==> config.mk <==
export PLATFORM = sky130hd
export DESIGN_NAME = imm_extend_unit
export DESIGN_NICKNAME = d
export VERILOG_FILES = /design/src/rtl/imm_extend_unit.sv
export SDC_FILE = /design/constraint.sdc
export NUM_CORES = 1
export LEC_CHECK = 0
export CORE_MARGIN = 10
export CORE_UTILIZATION = 40
export DETAILED_ROUTE_END_ITERATION = 8
export PLACE_DENSITY = 0.64
export SYNTH_ARGS = -nofsm -noshare
export SYNTH_HDL_FRONTEND = slang
export SYNTH_SLANG_ARGS = --single-unit
==> constraint.sdc <==
create_clock -name clk -period 1.51 [get_ports clk]
set_input_delay 0.302 -clock clk [delete_from_list [all_inputs] [get_ports clk]]
set_output_delay 0.302 -clock clk [all_outputs]
set_load 0.1 [all_outputs]
==> src/rtl/imm_extend_unit.sv <==
// Registered immediate-extension stage: zero/sign/full-field widening with an
// immediate-prefix latch, behind a one-entry valid/ready output register.
module imm_extend_unit #(
    parameter int DATA_W  = 16,
    parameter int IN_W    = 8,
    parameter int SHORT_W = 5
) (
    input  logic              clk,
    input  logic              reset,
    input  logic              flush,
    input  logic              in_valid,
    output logic              in_ready,
    input  logic [IN_W-1:0]   imm_in,
    input  logic              ext_op,
    input  logic              imm_place,
    input  logic              is_prefix,
    output logic              out_valid,
    input  logic              out_ready,
    output logic [DATA_W-1:0] out_imm,
    output logic              out_prefixed,
    output logic              prefix_pending
);

    typedef enum logic {IDLE, PREFIX} state_t;

    state_t              stateQ, stateD;
    logic [IN_W-1:0]     prefixReg;
    logic                outValid;
    logic [DATA_W-1:0]   outImm;
    logic                outPrefixed;
    logic                accept;
    logic [DATA_W-1:0]   result;
    logic [SHORT_W-1:0]  shortField;

    assign in_ready       = ~outValid | out_ready;
    // A request seen during flush is dropped even if in_ready reads 1.
    assign accept         = in_valid & in_ready & ~flush;
    assign shortField     = imm_in[SHORT_W-1:0];
    assign out_valid      = outValid;
    assign out_imm        = outImm;
    assign out_prefixed   = outPrefixed;
    assign prefix_pending = (stateQ == PREFIX);

    // NOTE: every always_comb output gets a default first so no path infers a latch.
    always_comb begin
        stateD = stateQ;
        if (flush)
            stateD = IDLE;
        else if (accept)
            stateD = is_prefix ? PREFIX : IDLE;
    end

    always_comb begin
        result = '0;
        if (stateQ == PREFIX) begin
            if (imm_place)
                result = DATA_W'({prefixReg, imm_in});
            else
                result = DATA_W'({prefixReg, shortField});
        end else if (imm_place) begin
            result = DATA_W'(imm_in);
        end else if (ext_op) begin
            result = {{(DATA_W-SHORT_W){shortField[SHORT_W-1]}}, shortField};
        end else begin
            result = DATA_W'(shortField);
        end
    end

    // NOTE: sequential state uses non-blocking assignments so all registers
    // update from pre-edge values regardless of statement order.
    always_ff @(posedge clk or posedge reset) begin
        if (reset)
            stateQ <= IDLE;
        else
            stateQ <= stateD;
    end

    always_ff @(posedge clk or posedge reset) begin
        if (reset) begin
            prefixReg   <= '0;
            outValid    <= 1'b0;
            outImm      <= '0;
            outPrefixed <= 1'b0;
        end else if (flush) begin
            prefixReg   <= '0;
            outValid    <= 1'b0;
            outPrefixed <= 1'b0;
        end else begin
            if (accept && !is_prefix) begin
                outImm      <= result;
                outValid    <= 1'b1;
                outPrefixed <= (stateQ == PREFIX);
            end else if (out_ready) begin
                outValid    <= 1'b0;
            end
            if (accept && is_prefix)
                prefixReg <= imm_in;
        end
    end

endmodule

# Yosys cells after proc, flatten, opt, wreduce, memory -nomap -nowiden
# Index checks and enable logic that the tools add are counted.
# op_classes
n_mux,14
bitwise,5
n_reduce_logical,8
# ops
op,count
16-bit 2-to-1 mux,4
8-bit 2-to-1 mux,2
1-bit 2-to-1 mux,8
2-bit nonzero test,3
3-bit nonzero test,1
1-bit bitwise AND,2
1-bit logical AND,2
1-bit NOT,2
2-bit AND reduction,1
1-bit logical NOT,1
1-bit OR,1
# totals
regBits,27

# Depth between registers and ports, before layout
# Gate-level depths: netlist of the first run.
# logic_depth
word_depth,7
ltp_mapped,5
mapped_depth_nobuf,3

# Worst setup path after synthesis of the first run
# OpenSTA, ideal clock, no wires.
# synth_path
kind,reg2reg
from,"register outValid, in the netlist out_valid"
to,"register outImm[0], in the netlist out_imm[0]"
t_arrival_ps,2201
required_time_ps,1384
path_slack_ps,-817
stages_incl_launch_ff,6
path_buffers,2
synth_period_minus_slack_ps,2327
path_cell_list,dfrtp_1 -> nand2b_4 -> and4bb_1 -> buf_6 -> buf_12 -> mux2_4
# synth_between
elab_chain_len,6
# synth_rtl
element,line_no,text
from (decl),28,logic outValid;
from (signal assigned),81,outValid <= 1'b0;
from (signal assigned),86,outValid <= 1'b0;
from (signal assigned),91,outValid <= 1'b1;
1-bit NOT,35,assign in_ready = ~outValid | out_ready;
1-bit OR,35,
via in_ready,12,"output logic in_ready,"
1-bit bitwise AND (2 in series),37,assign accept = in_valid & in_ready & ~flush;
1-bit logical AND,89,if (accept && !is_prefix) begin
2-bit AND reduction (no line),--,
to (signal assigned),90,outImm <= result;
to (decl),29,logic [DATA_W-1:0] outImm;
# The timed path passes the listed nets, and every way through them passes these cells.
# A chain may end at the register's enable or synchronous reset.

# Worst setup path in the final report of the first run
# layout_path
from,"register outValid, in the netlist out_valid"
to,output port in_ready
# layout_between
elab_chain_len,2
# layout_rtl
element,line_no
1-bit NOT,35
1-bit OR,35
to (decl),12
# No other way between the ends.

==> impl_metrics.toml, run 1 <==
[worst_setup_path]
worst_path_max_delay_cell = "dfrtp_4"
crit_family = "flip-flops"
path_class = "reg2out"
critPathMaxFanout = 3
arrival_ns = 1.19
crit_buf_inv = 2
cp_cell_sequence = "nand2b_4 > buf_12 > buf_12"
startpoint_type = "register"
endpoint_kind = "output port"
crit_path_frequent_cell = "buf_12"
cp.required_ns = 1.21
worst-path-stages = 3
max_stage_delay_ns = 0.52
r2r_cells = 4

[clock_network]
cts_tree = "done"
cts_buffers = 3
cts.sinks = 27
path_clk_slew_ns = 0.14
cts_max_path_buffers = 2
htree_num_levels = 1
cts_root_buf = "clkbuf_4"
cts-hold-fix-buffers = 0
clk_latency_ns = 0.32

[grt]
antenna_found_initial = 0
track_usage_pct = 11.25
grt_max_degree = 24
overflow = 0
grt_pass1_wl_um = 5595
first_global_vias = 1104

[logic_synthesis]
avgSynthCellArea_um2 = 12.50
yosys.area.top_type = "dfrtp_1"
synthTopCellsByArea = "dfrtp_1 (51%), mux2_2 (18%), mux2_4 (4.5%)"
synth.most_common_cell = "dfrtp_1"
syn_inst = 107
synth.top_cell.area_share_pct = 50.51
synth_fp_nets = 123
synth_seq_cells = 27
yosys_warnings = 0
syn_area_um2 = 1338
async_flop_share_pct = 100.0
synth-edff-count = 0
ys_dominant_reg_cell = "dfrtp_1"
ys_types = 23
seq_area_frac_synth_pct = 50.51
synth_top_cells_by_count = "dfrtp_1 (27), mux2_2 (21), nand2_1 (9), nor2b_1 (9), inv_1 (6)"

[place]
port_buffers = 35
gp_congestion = 0.7737
dp_hpwl_um = 2497

[power_and_ir_drop]
switching_share_pct = 42.30
pwr-share-clk_pct = 12.9
p_per_area_nw_per_um2 = 1138
power_uw = 2423
power_frac_comb_pct = 49.9
pwr-share-seq_pct = 37.2
ir_worst_vdd_mv = 0.7072
p_leak_uw = 0.0009795
p_int_uw = 1398
p_sw_uw = 1025

[cells_and_area]
fill_cells = 259
drive_gt1_share_pct = 45.22
syn_to_final_growth_pct = 59.21
diodes = 0
final_nets = 174
final_core_util_pct = 68.08
ff_latch_area_um2 = 680.7
multi_input_area_um2 = 625.6

[floorplan]
die_area_um2 = 6057
die_h_um = 77.83
rows = 20
ioPinCount = 36
core_um2 = 3128
die_w_um = 77.83
initial_core_util_pct = 42.76

[sta]
rsz0062_at_grt = "true"
hold_violations = 0
timing.clock.skew_ns = 0.001383
slew_viol_final = 0
relSlewSlack_pct = 79.71
tightest_slew_ns = 0.3026
fin_crit_sh_pct = 98.75
finalSetupViolations = 0
layout_min_cycle_time_ns = 1.491
fmax_mhz = 670.7

[routing]
detail-route-antenna-nets = 0
drtIter0Drc = 58
firstDrtPassIters = 4
drt_wl_total_um = 3279
vias = 989
via_per_inst = 4.920
drt_drc_violations_left = 0
post_drt_wl_per_cell_um = 16.31

[job]
maxCapViolations = 0

[outcome]
outcome = "complete, no violations"

[hold_path]
min_path_type = "in2async"
metrics by stage:
| stage | area, um2 | TNS (ns) | hold slack (ns) | instances | worst slack (ns) |
|---|---|---|---|---|---|
| after floorplan | 1343 | -6.081 | 0.3547 | 107 | -0.3702 |
| after global placement | 2034 | -6.419 | 0.5350 | 193 | -0.2996 |
| after detailed placement | 2034 | -7.527 | 0.5590 | 193 | -0.3420 |
| after CTS | 2092 | -0.0009860 | 0.1846 | 200 | -0.0009860 |
| after global routing | 2130 | -0.03818 | 0.1689 | 201 | -0.02750 |
| final | 2130 | 0 | 0.1864 | 201 | 0.01891 |
layout make-up:
type | count | area share, %
clock buffer | 4 | 1.234
inverter | 6 | 1.058
multi-input combinational | 68 | 29.38
sequential | 27 | 31.96
tap | 44 | 2.585
timing repair buffer | 52 | 33.78
cells by family after synthesis:
group | share of synthesized area [%]
mux | 25.91
simple gates | 13.75
flops | 50.51
buf+inv | 5.332
compound gates | 4.490
worst register-to-register path: stages (launching register included):
cell and delay, ns:
dfrtp_4 0.52, nand2b_4 0.09, and4bb_1 0.26, buf_12 0.18, mux2_2 0.34
per-layer routing:
layer	up-vias	part of all wire [%]	global-route usage [%]
met5	-	0	0
li1	471	-	-
met4	0	1.4	3.285
met2	27	47	17.33
met1	487	46	14.72
met3	4	5.6	3.456
cells in the final DEF, fill, tap and decap left out, drive strengths merged:
master and count:
nor2b 9, o21ai 1, mux2 25, nand3 3, a21oi 5, inv 6
dfrtp 27, o21bai 1, and2 1, nand4bb 1, and4bb 2, o211ai 3
nand2b 2, buf 37, nand2 9, mux2i 5, clkbuf 4, clkdlybuf4s50 15
nand4b 1
power by group through the flow:
stage / registers, uW / logic [uW] / clock network (uW)
detailed placement: 921 / 1180 / 0
global placement: 916 / 1170 / 0
floorplan: 1430 / 176 / 0
global route: 915 / 1250 / 356
finish: 902 / 1210 / 311
CTS: 906 / 1190 / 331
path summary, 6_finish.rpt:
path	from	to	slack (ns)
max in group asynchronous	reset	out_valid$_DFFE_PP0P_	0.92
worst min register to register	out_imm[10]$_DFFE_PP0P_	out_imm[10]$_DFFE_PP0P_	0.57
worst max register to register	out_valid$_DFFE_PP0P_	out_imm[3]$_DFFE_PP0P_	0.03
min in group clk	out_imm[10]$_DFFE_PP0P_	out_imm[10]$_DFFE_PP0P_	0.57
worst max-delay path	out_valid$_DFFE_PP0P_	in_ready	0.02
worst min-delay path	reset	out_imm[3]$_DFFE_PP0P_	0.19
sequential cells by signal, indices dropped and copies added, names as in the netlist:
register and flops:
out_valid 1, out_imm 16, prefixReg 8, out_prefixed 1, prefix_pending 1
timing repair:
action                     4_1_cts  5_1_grt
gates resized for setup          1        8
pin swaps                        0        1
setup buffers                    3        1
setup endpoints to repair        9       16
cloned                           0        0
Power figures use the tool's default switching activity.
==> run 2: changes to the inputs <==
Settings changed: HOLD_SLACK_MARGIN set to 0.08.
Clock period 1.51 ns to 1.85 ns, I/O delays scaled along.
==> run 2 against run 1 <==
Total power is 20% lower. Final cell count is 4.5% lower. Combinational power is 22% lower. Register-to-register slack better by 0.31 ns. Via count is 5.3% lower. Wire length is 4.7% lower. Critical path depth is 1 lower. First-iteration DRC count is 17% lower. Non-clock buffer count is 9 lower. Clock-buffer cell count is 1 lower. Critical path type unchanged. Largest power group unchanged.
==> impl_metrics.toml, run 2 (synthesis results as in run 1) <==
[floorplan]
rows = 20
die_h_um = 77.83
ioPinCount = 36
initial_core_util_pct = 42.76
core_um2 = 3128
die_w_um = 77.83
die_area_um2 = 6057

[clock_network]
post-cts-setup-buffer-count = 0
cts_root_buf = "clkbuf_4"
cts_tree = "done"
postCtsResizedCells = 0
path_clk_slew_ns = 0.15
cts-hold-fix-buffers = 0
cts_buffers = 3
cts_max_path_buffers = 2
htree_num_levels = 1
clk_latency_ns = 0.32
cts.sinks = 27

[grt]
grt_pass1_wl_um = 5230
antenna_found_initial = 0
first_global_vias = 1020
overflow = 0
grt_max_degree = 28
track_usage_pct = 10.35

[sta]
hold-worst-slack_ns = 0.3869
slew_viol_final = 0
final.setup.worst_slack_ns = 0.1845
layout_min_cycle_time_ns = 1.665
rsz0062_at_grt = "false"
fmax_mhz = 600.4
timing.clock.skew_ns = 0.006881
hold_violations = 0
relSlewSlack_pct = 76.29
finalSetupViolations = 0
fin_crit_sh_pct = 90.03
tightest_slew_ns = 0.3544

[place]
gp_congestion = 0.8409
place_inst = 188
port_buffers = 35
preCtsSetupSlack_ns = -0.02466
dp_hpwl_um = 2448

[worst_setup_path]
endpoint_kind = "output port"
cp.required_ns = 1.48
critical_path.startpoint = "prefix_pending$_DFFE_PP0P_"
startpoint_type = "register"
rrSetupSlack_ns = 0.34
critPathMaxFanout = 10
arrival_ns = 1.30
r2r_cells = 4
regToRegEndpoint = "out_imm[3]$_DFFE_PP0P_"
reg2reg_from = "out_valid$_DFFE_PP0P_"
path_class = "reg2out"

[routing]
firstDrtPassIters = 4
post_drt_wl_per_cell_um = 16.28
drtIter0Drc = 48
drt_wl_total_um = 3126
detail-route-antenna-nets = 0
via_per_inst = 4.880
drt_drc_violations_left = 0
vias = 937

[cells_and_area]
syn_to_final_growth_pct = 49.58
layout_common_cells = "dfrtp_1 (26), mux2_2 (21), buf_12 (21)"
diodes = 0
fill_cells = 248
final_nets = 165
largest_register_ffs = 16
final_core_util_pct = 63.96
final_common_cell = "dfrtp_1"
drive_gt1_share_pct = 41.89
finalNonFillerCells = 192

[power_and_ir_drop]
power_uw = 1943
ir_worst_vdd_mv = 0.4850
p_leak_uw = 0.0008921
p_per_area_nw_per_um2 = 971.3

[job]
maxCapViolations = 0

[hold_path]
min_path_type = "in2async"

[outcome]
outcome = "complete, no violations"
-- run 2: worst max-delay path, cell delays in order, from the launching register on --
cell	delay, ns
dfrtp_1	0.56
buf_4	0.23
buf_12	0.18
-- run 2: through the flow --
step	cell area (um2)	TNS, ns
after floorplan	1341	-0.1196
after global placement	1971	0
after CTS	2001	0
final	2001	0
after detailed placement	1971	-0.1567
after global routing	2001	0
-- run 2: how the worst max path moves through the flow --
stage / end / slack (ns) / depth (start not counted)
after global placement: out_imm[4]$_DFFE_PP0P_ / 0.003 / 5
after floorplan: out_imm[0]$_DFFE_PP0P_ / -0.03 / 5
after global routing: prefix_pending / 0.11 / 2
after detailed placement: out_imm[3]$_DFFE_PP0P_ / -0.02 / 5
final: prefix_pending / 0.18 / 2
after CTS: prefix_pending / 0.18 / 2
-- run 2: power by group --
part           leakage [uW]  internal [uW]  switching (uW)
logic              0.000526            360             580
registers          0.000352            662            78.7
clock network     0.0000139           82.6             180
total              0.000892           1100             838
-- run 2: layout make-up --
class / instances / area, um2 / share of cell area [%]
Multi-Input combinational cell: 68 / 590.6 / 29.52
Sequential cell: 27 / 679.4 / 33.96
Inverter: 6 / 22.52 / 1.126
Clock buffer: 3 / 22.52 / 1.126
Clock inverter: 1 / 7.507 / 0.3752
Timing Repair Buffer: 43 / 623.1 / 31.14
Tap cell: 44 / 55.05 / 2.752
-- run 2: metal layers --
metal	share of wire (%)	routed length (um)	global-route usage, %	vias up
met5	0	0	0	-
met4	0.45	14	2.190	0
met3	6.7	211	3.456	2
met2	48	1491	16.33	33
met1	45	1409	13.38	455
li1	-	-	-	447
